### src/rtl/firefly_led_pkg.sv
// Shared types and defaults for the firefly (breathing) LED method block.
package firefly_led_pkg;

    localparam int unsigned CNT_W         = 32;
    localparam int unsigned DEF_PERIOD    = 16;
    localparam int unsigned DEF_MAX_LEVEL = 16;

    typedef logic [CNT_W-1:0] counter_t;

    typedef enum logic [1:0] {
        ST_IDLE = 2'd0,
        ST_PWM  = 2'd1,
        ST_TEST = 2'd2
    } state_t;

endpackage

### src/rtl/firefly_pwm.sv
// Software-PWM frame engine: one frame of b cycles, bit high while i < a.
module firefly_pwm
    import firefly_led_pkg::*;
(
    input  logic     clk,
    input  logic     reset,
    input  logic     start,
    input  counter_t a,
    input  counter_t b,
    output logic     led_bit,
    output logic     frame_done,
    output logic     busy
);

    counter_t i_q;
    counter_t a_q;
    counter_t b_q;

    // Current-cycle engine value and last-cycle flag, both from registers only.
    assign led_bit    = (i_q < a_q);
    assign frame_done = busy && ((i_q == (b_q - counter_t'(1))) || (b_q == '0));

    // Frame counter; a start on the last cycle chains straight into a new frame.
    always_ff @(posedge clk) begin
        if (!reset) begin
            i_q  <= '0;
            a_q  <= '0;
            b_q  <= '0;
            busy <= 1'b0;
        end else if (start) begin
            i_q  <= '0;
            a_q  <= a;
            b_q  <= b;
            busy <= 1'b1;
        end else if (frame_done) begin
            busy <= 1'b0;
        end else if (busy) begin
            i_q  <= i_q + counter_t'(1);
        end
    end

endmodule

### src/rtl/firefly_led.sv
// Firefly LED method block: single PWM frame call, endless breathing test loop,
// and a direct-write LED register.
module firefly_led
    import firefly_led_pkg::*;
#(
    parameter int unsigned PERIOD    = DEF_PERIOD,
    parameter int unsigned MAX_LEVEL = DEF_MAX_LEVEL
) (
    input  logic        clk,
    input  logic        reset,
    input  logic [7:0]  led_in,
    input  logic        led_we,
    output logic [7:0]  led_out,
    input  logic [31:0] firefly_led_a,
    input  logic [31:0] firefly_led_b,
    input  logic        firefly_led_req,
    output logic        firefly_led_busy,
    input  logic        firefly_led_test_req,
    output logic        firefly_led_test_busy
);

    state_t   state_q, state_d;
    counter_t level_q, level_d;
    logic     down_q, down_d;
    logic     test_busy_q, test_busy_d;
    logic [7:0] led_q, led_d;

    logic     pwm_start;
    counter_t pwm_a;
    counter_t pwm_b;
    logic     pwm_led_bit;
    logic     pwm_frame_done;
    logic     pwm_busy;

    firefly_pwm u_pwm (
        .clk        (clk),
        .reset      (reset),
        .start      (pwm_start),
        .a          (pwm_a),
        .b          (pwm_b),
        .led_bit    (pwm_led_bit),
        .frame_done (pwm_frame_done),
        .busy       (pwm_busy)
    );

    // State, brightness and LED registers.
    always_ff @(posedge clk) begin
        if (!reset) begin
            state_q     <= ST_IDLE;
            level_q     <= '0;
            down_q      <= 1'b0;
            test_busy_q <= 1'b0;
            led_q       <= '0;
        end else begin
            state_q     <= state_d;
            level_q     <= level_d;
            down_q      <= down_d;
            test_busy_q <= test_busy_d;
            led_q       <= led_d;
        end
    end

    // Next-state, level stepping, engine start and LED write selection.
    always_comb begin
        state_d     = state_q;
        level_d     = level_q;
        down_d      = down_q;
        test_busy_d = test_busy_q;
        led_d       = led_q;
        pwm_start   = 1'b0;
        pwm_a       = '0;
        pwm_b       = counter_t'(PERIOD);

        case (state_q)
            ST_IDLE: begin
                if (firefly_led_test_req) begin
                    state_d     = ST_TEST;
                    level_d     = '0;
                    down_d      = 1'b0;
                    test_busy_d = 1'b1;
                    pwm_start   = 1'b1;
                end else if (firefly_led_req) begin
                    state_d   = ST_PWM;
                    pwm_start = 1'b1;
                    pwm_a     = firefly_led_a;
                    pwm_b     = firefly_led_b;
                end
            end
            ST_PWM: begin
                led_d = {7'b0, pwm_led_bit};
                if (pwm_frame_done) begin
                    state_d = ST_IDLE;
                end
            end
            ST_TEST: begin
                led_d = {7'b0, pwm_led_bit};
                if (pwm_frame_done) begin
                    // Triangle: reverse at the peak and at zero.
                    if (!down_q) begin
                        if (level_q >= counter_t'(MAX_LEVEL)) begin
                            level_d = level_q - counter_t'(1);
                            down_d  = 1'b1;
                        end else begin
                            level_d = level_q + counter_t'(1);
                        end
                    end else begin
                        if (level_q == '0) begin
                            level_d = counter_t'(1);
                            down_d  = 1'b0;
                        end else begin
                            level_d = level_q - counter_t'(1);
                        end
                    end
                    pwm_start = 1'b1;
                    pwm_a     = level_d;
                end
            end
            default: begin
                state_d = ST_IDLE;
            end
        endcase

        // Direct write wins over the engine for this cycle only.
        if (led_we) begin
            led_d = led_in;
        end
    end

    assign led_out               = led_q;
    assign firefly_led_busy      = pwm_busy;
    assign firefly_led_test_busy = test_busy_q;

endmodule

### config.mk
export PLATFORM = sky130hd
export DESIGN_NAME = firefly_led
export DESIGN_NICKNAME = d
export VERILOG_FILES = /design/src/rtl/firefly_led_pkg.sv /design/src/rtl/firefly_pwm.sv /design/src/rtl/firefly_led.sv
export SDC_FILE = /design/constraint.sdc
export NUM_CORES = 1
export LEC_CHECK = 0
export ABC_AREA = 0
export CORE_MARGIN = 1.5
export CORE_UTILIZATION = 56
export DETAILED_ROUTE_END_ITERATION = 10
export GPL_ROUTABILITY_DRIVEN = 0
export PLACE_DENSITY = 0.79
export SLEW_MARGIN = 20
export SYNTH_ARGS = -nofsm -noshare
export SYNTH_HDL_FRONTEND = slang
export SYNTH_SLANG_ARGS = --single-unit
export TNS_END_PERCENT = 30
### constraint.sdc
create_clock -name clk -period 6.1 [get_ports clk]
set_input_delay 1.22 -clock clk [delete_from_list [all_inputs] [get_ports clk]]
set_output_delay 1.22 -clock clk [all_outputs]
set_load 0.05 [all_outputs]
==> impl_metrics.toml <==
[pwr]
switching_share = 0.3447
p_leak_nw = 3.878
pwr-share-clk = 0.348
p_comb_frac = 0.328
power_density_nw_per_um2 = 320.1
power.internal_w = 0.002145
vdd_drop_max_mv = 0.2175
p_seq_frac = 0.324
p_sw_w = 0.001128

[clock_network]
cts-resized-gates = 0
postCtsHoldBufs = 0
cts_max_level = 4
clock_path_buffers = 2
cts_sinks = 141
cts_root_buf = "clkbuf_16"
cts_tree = "done"
clock_latency_ns = 0.43
numCtsBuffers = 17
clk_pin_slew_worst_paths_ns = 0.06
post_cts_buffers = 0

[route]
dr.pass1.iters = 5
drt_iter0_drc = 719
post_drt_wl_per_cell_um = 17.66
num_vias = 8295
drt_wl_total_mm = 23.38
via_per_inst = 6.265
final_antenna_net_count = 0
drc_errors = 0

[run]
drv_cap = 0

[synth]
synthTopCellsByArea = "dfxtp_1 33%, xnor2_1 6.1%, ha_1 5.5%, nor2_1 3.9%, nand2_1 3.7%"
synth-edff-count = 0
netlist_area_um2 = 8631
synthTopCellsByCount = "141 x dfxtp_1, 90 x nor2_1, 86 x nand2_1"
synthCells = 1073
synth.distinct_cells = 75
ys_ff_latch = 141
synthAdderAreaFrac = 0.05509
synth_compound_area_frac = 0.2017
ys.flop_type = "dfxtp_1"
seq_area_frac_synth = 0.3271
synth_top_family_by_area = "simple AND/OR/NAND/NOR gates"
synth.largest_area_cell = "dfxtp_1"
synth_top_area_frac = 0.3271
yosys.cell_count.top_type = "dfxtp_1"
synth.avg_cell_area_um2 = 8.044
ys_warn_count = 0
synth-simple-area-share = 0.2562
ys_async_sr_fraction = 0
muxShareOfSynthArea = 0.01174
synth-xor-area-share = 0.09090
synth_nets = 1188

[die]
initial_core_util = 0.5698
io_pins = 87
die_y_um = 127.1
dieArea_um2 = 16170
die_x_um = 127.1
rows = 45
core-area_um2 = 15150

[global_route]
track_usage = 0.2967
grt-ovfl-total = 0
antenna_found_initial = 0
grt_pass1_vias = 7780
grt_first_pass_wirelength_mm = 38.69
grt_max_degree = 45

[worst_setup_path]
critPathBufInv = 2
crit_cells = 12
cp-end-kind = "register"
cp-start-kind = "register"
path_class = "register to register"
crit_fanout = 36
cp_slowest_stage_delay_ns = 0.63
critical_path_required_ns = 6.43
crit_chain = "inv_1 -> ha_1 -> or4b_1 -> or2_1 -> a2111oi_2 -> o32ai_1 -> a2111oi_0 -> and4_1 -> buf_4 -> or2_2 -> a31oi_1 -> a221oi_1"
rr_startpoint = "u_pwm.b_q[0]"
r2r_end = "u_pwm.a_q[31]"
critPathCapture = "u_pwm.a_q[31]"
critical-path-top-delay-family = "simple AND/OR/NAND/NOR gates"
r2r_slack_ns = 1.80
critPathSlowestCell = "or4b_1"
r2r_cells = 12
crit_path_start = "u_pwm.b_q[0]"
arrival_ns = 4.63

[timing]
hold_violations = 0
max_freq_ghz = 0.2327
layout_min_cycle_time_ns = 4.297
setup_violations = 0
finClkSkew_ns = 0.009338
fin_ws_ns = 1.803
tightest_slew_ns = 1.040
rsz0062_at_grt = "no"
slew_viol_final = 0
min_period_over_period = 0.7044
slew_headroom = 0.3005
tns_ns = 0

[layout]
multi_input_area_um2 = 5339
diodes = 0
drive_above_1_share = 0.05722
syn2layout_area_growth_pct = 18.48
ff_latch_area_um2 = 2823
fin_nets = 1238
final_area_um2 = 10230
fill_cells = 1275

[status]
status = "complete, no violations"

[placement]
hpwlAfterDp_mm = 16.73
port_buffers = 86
placed_area_um2 = 9573
pre_cts_slack_ns = 1.880

[hold_path]
hold_class = "register to register"
[state kept, by name, indices dropped and copies added, names as in the netlist, 2 cells and up]
| name | cells |
|---|---|
| u_pwm.b_q | 32 |
| u_pwm.i_q | 32 |
| level_q | 32 |
| led_out | 8 |
| state_q | 2 |
| u_pwm.a_q | 32 |
[worst min path at each step]
stage                             from            to  slack [ns]  cells past startpoint
after global routing      u_pwm.a_q[7]  u_pwm.a_q[7]        0.48                      2
after detailed placement  u_pwm.a_q[7]  u_pwm.a_q[7]        0.45                      2
final                     u_pwm.a_q[4]  u_pwm.a_q[4]        0.46                      2
after floorplan           u_pwm.a_q[1]  u_pwm.a_q[1]        0.43                      2
after CTS                 u_pwm.a_q[4]  u_pwm.a_q[4]        0.46                      2
after global placement    u_pwm.a_q[1]  u_pwm.a_q[1]        0.44                      2
[metal layers]
layer,global-route usage,part of all wire,vias up
li1,-,-,4000
met1,0.3687,0.43,3903
met2,0.5109,0.48,332
met3,0.05779,0.064,60
met4,0.1103,0.026,0
met5,0,0,-
[worst min-delay path: stages, from the launching register on]
cell     delay (ns)
dfxtp_1        0.31
nand2_1        0.05
a21oi_1        0.05
[cell families after synthesis]
kind of cell / after synthesis
AND/OR/NAND/NOR: 421
AO/OA/AOI/OAI: 251
flip-flops: 141
buffers and inverters: 124
XOR/XNOR: 88
adder cells (fa/ha/maj): 38
multiplexers: 10
[power by group through the flow]
stage	Combinational, W	Sequential [W]	Clock (W)
2_1_floorplan	0.000750	0.00108	0
3_3_place_gp	0.00102	0.00108	0
3_5_place_dp	0.00105	0.00108	0
4_1_cts	0.00106	0.00106	0.00115
5_1_grt	0.00117	0.00107	0.00119
6_report	0.00107	0.00106	0.00114
[through the flow]
step                      instances  hold slack [ns]  utilization  power, W
final                          1324           0.4586       0.6752  0.003273
after global placement         1291           0.4367       0.6311  0.002101
after floorplan                1073           0.4256            -  0.001828
after detailed placement       1292           0.4491       0.6321  0.002127
after global routing           1324           0.4784       0.6752  0.003431
after CTS                      1324           0.4581       0.6752  0.003263
[final cells by class]
| class | count | area share |
|---|---|---|
| inverters | 56 | 0.02056 |
| repair buffers | 99 | 0.09446 |
| well taps | 188 | 0.02300 |
| clock buffers | 22 | 0.04833 |
| flip-flops and latches | 141 | 0.2760 |
| clock inverters | 10 | 0.01554 |
| multi-input cells | 808 | 0.5221 |
[cells in the final DEF, fill, tap and decap left out, types with 24 or more instances in the layout]
cell	count
dfxtp_1	141
nor2_1	89
nand2_1	86
clkdlybuf4s50_1	86
xnor2_1	60
a21oi_1	58
inv_1	55
nand3_1	44
nor3_1	44
ha_1	38
o21ai_0	32
xor2_1	27
a22o_1	27
nand4_1	24
Power figures use the tool's default switching activity.
